File: config.mk
export PLATFORM = sky130hd
export DESIGN_NAME = sword_attack_ctrl
export DESIGN_NICKNAME = d
export VERILOG_FILES = /design/src/rtl/sword_attack_ctrl.sv
export SDC_FILE = /design/constraint.sdc
export NUM_CORES = 1
export LEC_CHECK = 0
export BUFFER_PORTS_ARGS = -buffer_cell sky130_fd_sc_hd__clkbuf_2
export CORE_AREA = 10 10 87 89
export CTS_BUF_LIST = sky130_fd_sc_hd__clkbuf_8
export DETAILED_ROUTE_END_ITERATION = 7
export DIE_AREA = 0 0 97 99
export PLACE_DENSITY = 0.83
export SYNTH_ARGS = -nofsm -noshare
export SYNTH_HDL_FRONTEND = slang
export SYNTH_SLANG_ARGS = --single-unit
File: constraint.sdc
create_clock -name vga_clk -period 2.1 [get_ports vga_clk]
set_clock_uncertainty 0.15 [all_clocks]
set_input_delay 0.42 -clock vga_clk [delete_from_list [all_inputs] [get_ports vga_clk]]
set_output_delay 0.42 -clock vga_clk [all_outputs]
set_load 0.05 [all_outputs]
File: src/rtl/sword_attack_ctrl.sv
// rtl/sword_attack_ctrl.sv - sword swing animation sequencer and sprite ROM addressing
module sword_attack_ctrl #(
    parameter int SPRITE_W    = 32,
    parameter int SPRITE_H    = 32,
    parameter int FRAMES      = 3,
    parameter int HOLD_FRAMES = 4,
    parameter int COOLDOWN    = 8
) (
    input  logic        vga_clk,
    input  logic        Reset,
    input  logic        attack_req,
    input  logic        flip_h,
    input  logic [9:0]  sword_x,
    input  logic [9:0]  sword_y,
    input  logic        frame_start,
    input  logic [9:0]  DrawX,
    input  logic [9:0]  DrawY,
    input  logic        blank,
    output logic        busy,
    output logic [1:0]  frame_sel,
    output logic [11:0] rom_address,
    output logic        sprite_hit,
    output logic        attack_done
);

    localparam int COL_W  = $clog2(SPRITE_W);
    localparam int ROW_W  = $clog2(SPRITE_H);
    localparam int HOLD_W = (HOLD_FRAMES > 1) ? $clog2(HOLD_FRAMES) : 1;
    localparam int COOL_W = (COOLDOWN > 1) ? $clog2(COOLDOWN) : 1;

    typedef enum logic [1:0] {IDLE, SWING, COOL} state_t;

    state_t              state_q, state_d;
    logic [1:0]          frame_q, frame_d;
    logic [HOLD_W-1:0]   hold_q, hold_d;
    logic [COOL_W-1:0]   cool_q, cool_d;
    logic                flip_q, flip_d;
    logic [9:0]          sx_q, sx_d, sy_q, sy_d;
    logic                done_q, done_d;
    logic [11:0]         addr_q, addr_d;
    logic                hit1_q, hit1_d, hit2_q;

    logic                in_x, in_y, in_box;
    logic [COL_W-1:0]    col, col_f;
    logic [ROW_W-1:0]    row;

    always_ff @(posedge vga_clk or posedge Reset) begin
        if (Reset) begin
            state_q <= IDLE;
            frame_q <= '0;
            hold_q  <= '0;
            cool_q  <= '0;
            flip_q  <= 1'b0;
            sx_q    <= '0;
            sy_q    <= '0;
            done_q  <= 1'b0;
            addr_q  <= '0;
            hit1_q  <= 1'b0;
            hit2_q  <= 1'b0;
        end else begin
            state_q <= state_d;
            frame_q <= frame_d;
            hold_q  <= hold_d;
            cool_q  <= cool_d;
            flip_q  <= flip_d;
            sx_q    <= sx_d;
            sy_q    <= sy_d;
            done_q  <= done_d;
            addr_q  <= addr_d;
            hit1_q  <= hit1_d;
            hit2_q  <= hit1_q;
        end
    end

    always_comb begin
        state_d = state_q;
        frame_d = frame_q;
        hold_d  = hold_q;
        cool_d  = cool_q;
        flip_d  = flip_q;
        sx_d    = sx_q;
        sy_d    = sy_q;
        done_d  = 1'b0;
        case (state_q)
            IDLE: begin
                // A frame_start coinciding with the accept is deliberately not counted
                if (attack_req) begin
                    state_d = SWING;
                    frame_d = '0;
                    hold_d  = '0;
                    flip_d  = flip_h;
                    sx_d    = sword_x;
                    sy_d    = sword_y;
                end
            end
            SWING: begin
                if (frame_start) begin
                    sx_d = sword_x;
                    sy_d = sword_y;
                    if (hold_q != HOLD_W'(HOLD_FRAMES - 1)) begin
                        hold_d = hold_q + 1'b1;
                    end else if (frame_q != 2'(FRAMES - 1)) begin
                        frame_d = frame_q + 2'd1;
                        hold_d  = '0;
                    end else begin
                        state_d = COOL;
                        done_d  = 1'b1;
                        cool_d  = '0;
                        frame_d = '0;
                        hold_d  = '0;
                    end
                end
            end
            COOL: begin
                if (frame_start) begin
                    if (cool_q == COOL_W'(COOLDOWN - 1)) begin
                        state_d = IDLE;
                        cool_d  = '0;
                    end else begin
                        cool_d = cool_q + 1'b1;
                    end
                end
            end
            default: state_d = IDLE;
        endcase
    end

    // Upper bound compared in 11 bits so a sprite near the right edge never wraps
    always_comb begin
        in_x   = (DrawX >= sx_q) && ({1'b0, DrawX} < ({1'b0, sx_q} + 11'(SPRITE_W)));
        in_y   = (DrawY >= sy_q) && ({1'b0, DrawY} < ({1'b0, sy_q} + 11'(SPRITE_H)));
        in_box = in_x && in_y && blank && (state_q == SWING);
        col    = DrawX[COL_W-1:0] - sx_q[COL_W-1:0];
        col_f  = flip_q ? ~col : col;
        row    = DrawY[ROW_W-1:0] - sy_q[ROW_W-1:0];
        addr_d = in_box ? {frame_q, row, col_f} : '0;
        hit1_d = in_box;
    end

    assign busy        = (state_q != IDLE);
    assign frame_sel   = frame_q;
    assign rom_address = addr_q;
    assign sprite_hit  = hit2_q;
    assign attack_done = done_q;

endmodule
* Word-level counts from Yosys, hierarchy flattened
Cells that the tools add are included.
Widths: inputs -> output; s select.
** Storage, ports and cells
- Bits of input ports :: 46
- Flip-flop bits (word level) :: 45
- Word-level logic and storage cells :: 81
- Output and inout port bits :: 17
** Operators by class
- Mux-type cells :: 33
- Bitwise operators :: 1
- $lt $le $gt $ge :: 4
- Add/sub/neg operators :: 7
- Eq/ne operators :: 11
- Reduce and logical (&&, ||, !) cells :: 14
** Operators with widths (count)
- $mux 10 :: 4
- $pmux 10 s2 :: 2
- $mux 2 :: 12
- $add 10x6->11 const B :: 2
- $lt 10x11->1 :: 2
- $ge 10x10->1 :: 2
- $ne 2x2->1 const B :: 8
- $mux 3 :: 5
- $mux 12 :: 1
- $sub 5x5->5 :: 2
- $pmux 2 s2 :: 2
- $pmux 2 s3 :: 1
- $pmux 3 s2 :: 1
- $reduce_and 6->1 :: 1
- $reduce_bool 2->1 :: 3
- $logic_and 1x1->1 :: 5
- $mux 5 :: 1
- $not 5->5 :: 1
- $reduce_and 5->1 :: 1
- $add 2x1->2 const B :: 2
- $mux 1 :: 4
- $reduce_and 4->1 :: 1
- $add 3x1->3 const B :: 1
- $eq 3x3->1 const B :: 1
- 5 further kinds :: 5

* Logic depth before layout (Yosys ltp)
Gate-level depths: netlist (run 1).
- Depth in word-level cells :: 7
- Depth in mapped cells :: 10
- Depth with buffers taken out :: 9

* Worst setup path before layout (run 1)
No wires, ideal clock.
- Path type :: reg-to-reg
- From :: register sx_q[7]
- To :: register addr_q[4], in the netlist rom_address[4]
- Arrival :: 2.006 ns
- Path buffers :: 1
- Cell stages (with the launch flop) :: 10
- Data required time :: 1.854 ns
- Setup time :: 0.096 ns
- Path slack :: -0.152 ns
- Path through :: dfrtp_1 and3_1 xnor2_1 ha_1 a21o_1 a21oi_1 o2111ai_1 a211o_1 buf_6 nor4_2
** On the way
- Cells in the longest elaborated chain, start to end :: 7
- Elaborated cells on any way between the ends :: 8
- Those cells by class :: 1 x add/sub; 2 x order compare; 1 x mux; 4 x reduce/logical
** RTL lines
- start, declared :: line 38 : logic [9:0] sx_q, sx_d, sy_q, sy_d;
- start signal, assigned :: line 54 : sx_q <= '0;
- start signal, assigned :: line 66 : sx_q <= sx_d;
- $add 10x6->11 :: line 130 : in_x = (DrawX >= sx_q) && ({1'b0, DrawX} < ({1'b0, sx_q} + 11'(SPRITE_W)));
- $lt 10x11->1 :: line 130
- $logic_and 1x1->1 (*) :: line 130
- $logic_and 1x1->1 (*) (3 in series) :: line 132 : in_box = in_x && in_y && blank && (state_q == SWING);
- $mux 12 (*) :: line 136 : addr_d = in_box ? {frame_q, row, col_f} : '0;
- named net addr_d[4] :: line 40 : logic [11:0] addr_q, addr_d;
- end signal, assigned :: line 69 : addr_q <= addr_d;
- end, declared :: line 40
Mark *: on every way through the listed nets, which the timed path passes. The rest lies on a longest branch.
A chain may end at the register's enable or synchronous reset.

* Worst setup path after layout (run 1)
- From :: register sx_q[6]
- To :: register addr_q[11], in the netlist rom_address[11]
The elaborated chain is that of the path after synthesis.

==> results_dict.tcl, run 1 <==
set metrics [dict create \
    fin_crit_ns 2.36 \
    status "finished with violations" \
    grt_pass1_wl_um 11800 \
    viasPerCell 5.14 \
    synth_top_family_by_area "adder cells" \
    synth-compound-area-share_pct 13.9 \
    htreeDepth 2 \
    initial_core_util_pct 48.2 \
    rsz0062_at_grt "true" \
    yosysWarnings 0 \
    worstMarginPinSlew_ns 0.734 \
    ys_ff_latch 45 \
    endpoint_kind "register" \
    finalHoldViolations 0 \
    tns_ns -3.09 \
    synth-xor-area-share_pct 5.28 \
    synth_cell_type_count 47 \
    cp_data_required_time_ns 2.17 \
    regToRegSetupSlack_ns -0.26 \
    worstHoldStart "sword_x[4]" \
    clock_path_buffers 2 \
    finalCritPeriodShare_pct 112 \
    synth_top_area_cell "dfrtp_1" \
    p_leak_nw 1.83 \
    synthMuxAreaShare_pct 1.55 \
    antenna_cells 0 \
    start_kind "register" \
    yosys.area_share.simple_pct 16.1 \
    synth.most_common_cell "dfrtp_1" \
    dp_cells 440 \
    crit_path_start "sx_q[6]$_DFFE_PP0P_" \
    dpl_cell_area_mm2 0.00342 \
    violations "setup timing" \
    design_area_mm2 0.00362 \
    crit_type "reg -> reg" \
    path_max_fanout 13 \
    routedWlPerCell_um 15.5 \
    worstPathArrival_ns 2.43 \
    cts.sinks 45 \
    synthTopCellsByCount "dfrtp_1, ha_1, inv_1, nand2_1, o21ai_0" \
    setup_viol 13 \
    floorplan.rows 28 \
    cts_made_buffers 5 \
    syn_inst 287 \
    setup_ws_ns -0.261 \
    drive_above_1_share_pct 32.9 \
    worstHoldPathType "in -> reg" \
    fmax_mhz 424 \
    grtUsageTotal_pct 14.7 \
    final_cell_count_no_fill 449 \
    clkLatencyLatePin_ns 0.31 \
    async_flop_share_pct 100 \
    vias 2306 \
    num-nets-final 456 \
    routabilityCongestion 0.892 \
    synth_ff_type "dfrtp_1" \
    grt-ovfl-total 0 \
    avgSynthCellArea_um2 9.82 \
    cts_tree "done" \
    power_density_mw_per_mm2 969 \
    yosysSeqAreaShare_pct 39.9 \
    grt_pass1_vias 2498 \
    dp_hpwl_um 5600 \
    die-area_mm2 0.00960 \
    total_power_mw 3.51 \
    remaining_drc_errors 0 \
    synthDominantCellAreaShare_pct 39.9 \
    yosys.area_share.adder_pct 17.0 \
    clkTransAtPathRegs_ns 0.09 \
    totalWireLength_um 6960 \
    synthTopCellsByArea "dfrtp_1, ha_1, inv_1" \
    io_pins 63 \
    grt_max_degree 29 \
    synth_edf_count 0 \
    maxCapViolCount 0 \
    core_mm2 0.00585 \
    slew_headroom_pct 50.8 \
    rr_startpoint "sx_q[6]$_DFFE_PP0P_" \
    fillers 471 \
    io_buffers 62 \
    die_y_um 99 \
    vdd_drop_max_mv 0.440 \
    syn2layout_area_growth_pct 28.3 \
    syn_area_mm2 0.00282 \
    cts-root-buf "clkbuf_8" \
    drtIter0Drc 52 \
    synth_fp_nets 370 \
    final_max_slew_viol_count 0 \
    antenna_found_initial 0 \
    final_antenna_net_count 0 \
    fp.dieW_um 97 \
    dr.pass1.iters 4 \
]
-- routing by layer --
layer	global-route usage, %	share of wire (%)	up-vias
met5	0	0	-
met4	5.45	1.6	0
met3	4.12	5.0	6
met2	26.3	50	46
met1	16.2	43	1078
li1	-	-	1176
-- worst paths after layout --
| kind | cells after the start | to |
|---|---|---|
| max | 9 | rom_address[11]$_DFF_PP0_ |
| min | 3 | sx_q[4]$_DFFE_PP0P_ |
| max reg2reg | 9 | rom_address[11]$_DFF_PP0_ |
| min reg2reg | 0 | sprite_hit$_DFF_PP0_ |
| max in group asynchronous | 4 | sx_q[8]$_DFFE_PP0P_ |
| min in group asynchronous | 3 | sprite_hit$_DFF_PP0_ |
-- stage by stage --
step,hold WS (ns),worst slack (ns),utilization [%]
floorplan,0.181,-0.136,-
global placement,0.186,-0.192,58.5
detailed placement,0.191,-0.365,58.5
CTS,0.158,-0.208,61.5
global route,0.153,-0.340,61.8
finish,0.159,-0.261,61.8
-- sequential cells by signal, indices dropped and copies added, names as in the netlist --
| register | count |
|---|---|
| rom_address | 12 |
| sx_q | 10 |
| sy_q | 10 |
| cool_q | 3 |
| frame_sel | 2 |
| hold_q | 2 |
| state_q | 2 |
| attack_done | 1 |
| flip_q | 1 |
| hit1_q | 1 |
| sprite_hit | 1 |
-- worst max-delay path: stages (launching register included) --
cell and delay [ns]:
dfrtp_1 0.41, and3_4 0.21, xnor2_2 0.13, ha_1 0.30, a21o_1 0.17, a21oi_2 0.13, o2111ai_2 0.13, a211o_1 0.33
buf_12 0.17, nor4_2 0.14
-- placed cells by master, fill, tap and decap left out, types with 2 or more instances in the layout --
cell type  netlist  routed
and3_4           1       2
clkbuf_2         0      62
buf_4            0      22
fa_1             2       2
nor4_2           5       9
and3_1           3       2
inv_1           31      30
nor4_4           1       4
xor2_1           4       4
a21oi_1         14      13
nand3_1         13      13
o21ai_0         22      22
clkbuf_8         1       5
nor2_1           8       7
a22o_1           2       2
nand2_1         31      31
and4_1           2       2
o21bai_1         2       2
a32o_1           2       2
xnor2_1         13      12
nor2b_1          3       3
ha_1            35      34
mux2_2           3       3
o21a_1           2       2
a21o_1           6       6
buf_12           0       4
nand4_1          2       2
dfrtp_1         45      45
-- power by group --
group | total, mW | leakage (nW) | internal [mW] | switching, mW
clock network | 0.565 | 0.0445 | 0.237 | 0.328
logic | 1.77 | 1.21 | 0.772 | 0.998
registers | 1.17 | 0.578 | 1.03 | 0.144
-- cells by family (layout without fill, tap and decap cells) --
logic type | after synthesis | count (layout)
xor+xnor | 17 | 17
mux | 4 | 4
fa+ha+maj | 37 | 37
buf+inv | 41 | 128
simple gates | 81 | 81
flops | 45 | 45
compound gates | 62 | 62
-- final cells by class --
cell class	instances	area, um^2	area share [%]
clock buffers	5	68.8	1.90
clock inverters	3	21.3	0.588
inverters	31	116	3.22
multi-input cells	201	1630	44.9
flip-flops and latches	45	1130	31.1
well taps	75	93.8	2.59
repair buffers	89	566	15.6
-- what timing repair did --
item,in CTS,in global routing
endpoints found under the setup margin,13,13
pin swaps,2,2
gates cloned,0,0
hold buffers,1,0
buffers inserted,0,0
resized for setup,12,3
hold endpoints to repair,17,0
Power figures use the tool's default switching activity.
==> inputs of run 2 (changes only) <==
--- a/config.mk
+++ b/config.mk
@@ -6,11 +6,12 @@
 export NUM_CORES = 1
 export LEC_CHECK = 0
 export BUFFER_PORTS_ARGS = -buffer_cell sky130_fd_sc_hd__clkbuf_2
-export CORE_AREA = 10 10 87 89
+export CORE_AREA = 10 10 86 88
 export CTS_BUF_LIST = sky130_fd_sc_hd__clkbuf_8
 export DETAILED_ROUTE_END_ITERATION = 7
-export DIE_AREA = 0 0 97 99
-export PLACE_DENSITY = 0.83
+export DIE_AREA = 0 0 96 98
+export PLACE_DENSITY = 0.85
+export RECOVER_POWER = 50
 export SYNTH_ARGS = -nofsm -noshare
 export SYNTH_HDL_FRONTEND = slang
 export SYNTH_SLANG_ARGS = --single-unit
==> run 2 against run 1 <==
The run still ends with setup timing left. Wire length decreased by 2.4%. Register-to-register slack is essentially flat. Clock power is 5.7% lower. Critical endpoint is now rom_address[5]$_DFF_PP0_.
==> results_dict.tcl, run 2 (synthesized netlist as in run 1, its figures left out) <==
set metrics [dict create \
    worst_hold_slack_ns 0.164 \
    grt-ovfl-total 0 \
    vias 2335 \
    cts-root-buf "clkbuf_8" \
    fp.dieW_um 96 \
    clkLatencyLatePin_ns 0.30 \
    power_density_mw_per_mm2 964 \
    dp_hpwl_um 5380 \
    hold_depth 3 \
    cts_made_buffers 5 \
    largest_register_ffs 12 \
    final_common_cell "clkbuf_2" \
    routabilityCongestion 0.886 \
    cp_top_family "compound AO/OA/AOI/OAI gates" \
    p_seq_share_pct 33.8 \
    endpoint_kind "register" \
    io_buffers 62 \
    grt_max_degree 30 \
    path_max_fanout 13 \
    cp_data_required_time_ns 2.15 \
    dr.pass1.iters 4 \
    rr_worst_depth 9 \
    final_max_slew_viol_count 0 \
    clock_path_buffers 2 \
    regToRegSetupSlack_ns -0.25 \
    initial_core_util_pct 49.1 \
    setup_ws_ns -0.251 \
    antenna_found_initial 0 \
    power_switching_mw 1.43 \
    htreeDepth 2 \
    rsz0062_at_grt "true" \
    worstPathCellList "and3_4 > xnor2_2 > ha_1 > a21o_1 > a21oi_2 > o2111ai_2 > a211o_1 > buf_12 > nor4_2" \
    maxCapViolCount 0 \
    combPwrFrac_pct 50.8 \
    dp_slack_ns -0.285 \
    r2r-end "rom_address[5]$_DFF_PP0_" \
    final_antenna_net_count 0 \
    die_y_um 98 \
    rr_startpoint "sx_q[6]$_DFFE_PP0P_" \
    crit_type "reg -> reg" \
    cts_tree "done" \
    viasPerCell 5.21 \
    antenna_cells 0 \
    grt_pass1_wl_um 11300 \
    remaining_drc_errors 0 \
    floorplan.rows 28 \
    fmax_mhz 425 \
    design_area_mm2 0.00358 \
    min_to "sx_q[3]$_DFFE_PP0P_" \
    syn2layout_area_growth_pct 27.0 \
    io_pins 63 \
    setup_viol 13 \
    finalCritPeriodShare_pct 112 \
    worstPathArrival_ns 2.40 \
    totalWireLength_um 6800 \
    max_stage_delay_ns 0.41 \
    fin_crit_ns 2.35 \
    grt_pass1_vias 2482 \
    vdd_drop_max_mv 0.493 \
    p_leak_nw 1.82 \
    start_kind "register" \
    drtIter0Drc 90 \
    cts.sinks 45 \
    grtUsageTotal_pct 14.8 \
    slew_headroom_pct 52.9 \
    fillers 476 \
    p_sw_share_pct 41.5 \
    worstMarginPinSlew_ns 0.702 \
    cp_slowest_cell "dfrtp_1" \
    cp_num_buf_inv 1 \
    finalHoldViolations 0 \
    worstHoldPathType "in -> reg" \
    die-area_mm2 0.00941 \
    drive_above_1_share_pct 32.2 \
    num-nets-final 455 \
    clock_power_share_pct 15.4 \
    p_int_mw 2.02 \
    routedWlPerCell_um 15.2 \
    violations "setup timing" \
    dpl_cell_area_mm2 0.00341 \
    worstHoldStart "sword_x[3]" \
    clkTransAtPathRegs_ns 0.09 \
    core_mm2 0.00575 \
    mostFrequentLayoutCells "clkbuf_2, dfrtp_1, ha_1" \
    status "finished with violations" \
]
## run 2: cell count changes in the layout (fill, tap and decap cells not counted)
| cell | delta |
|---|---|
| buf_12 | -1 |
| buf_4 | -1 |
| clkbuf_2 | +1 |
| clkinv_2 | -1 |
| clkinvlp_4 | +1 |
| ha_1 | +1 |
| ha_2 | -1 |
| inv_1 | +1 |
| inv_6 | -1 |
| nor4_2 | +1 |
| nor4_4 | -1 |
## run 2: area by class of cell
type | count | area, um^2 | area share (%)
inverters | 31 | 116 | 3.25
well taps | 75 | 93.8 | 2.62
repair buffers | 88 | 543 | 15.2
multi-input cells | 201 | 1610 | 45.1
clock buffers | 5 | 68.8 | 1.92
flip-flops and latches | 45 | 1130 | 31.4
clock inverters | 3 | 18.8 | 0.524
## run 2: what timing repair did
| action | 4_1_cts | 5_1_grt |
|---|---|---|
| endpoints found under the hold margin | 7 | 0 |
| endpoints found under the setup margin | 13 | 13 |
| pin swaps | 1 | 0 |
| hold buffers | 1 | 0 |
| gates resized for setup | 10 | 3 |
| setup buffers | 1 | 0 |
## run 2: power by group through the flow
stage,Sequential [mW],Clock [mW],Combinational (mW)
4_1_cts,1.17,0.553,1.72
5_1_grt,1.19,0.586,1.94
3_5_place_dp,1.18,0,1.65
3_3_place_gp,1.17,0,1.58
2_1_floorplan,1.26,0,1.05
6_report,1.17,0.533,1.75
## run 2: tightest hold or removal path, delay by kind of cell
kind,cells,cell delay [ns]
and+or+nand+nor,1,0.04
buffers and inverters,1,0.07
AOI/OAI and AO/OA,1,0.06
## run 2: worst max path at each step
stage / slack [ns] / cells past startpoint / end / startpoint
finish: -0.25 / 9 / rom_address[5]$_DFF_PP0_ / sx_q[6]$_DFFE_PP0P_
global route: -0.36 / 9 / rom_address[10]$_DFF_PP0_ / sx_q[6]$_DFFE_PP0P_
CTS: -0.20 / 9 / rom_address[10]$_DFF_PP0_ / sx_q[6]$_DFFE_PP0P_
detailed placement: -0.28 / 9 / rom_address[5]$_DFF_PP0_ / sx_q[6]$_DFFE_PP0P_
global placement: -0.19 / 9 / rom_address[1]$_DFF_PP0_ / sx_q[6]$_DFFE_PP0P_
floorplan: -0.14 / 9 / rom_address[10]$_DFF_PP0_ / sx_q[7]$_DFFE_PP0P_
## run 2: metrics by stage
step	util (%)	total power [mW]	instances	TNS [ns]
finish	62.3	3.45	448	-2.74
global route	62.3	3.71	448	-4.15
CTS	62.2	3.44	448	-2.44
detailed placement	59.3	2.83	438	-3.24
global placement	59.3	2.75	438	-2.30
floorplan	-	2.32	287	-1.16
## run 2: per-layer routing
| layer | up-vias | wire length [um] | GRT usage (%) |
|---|---|---|---|
| met5 | - | 0 | 0 |
| met2 | 52 | 3350 | 25.3 |
| met4 | 0 | 88 | 4.77 |
| met3 | 7 | 520 | 4.13 |
| met1 | 1105 | 2840 | 17.2 |
| li1 | 1171 | - | - |
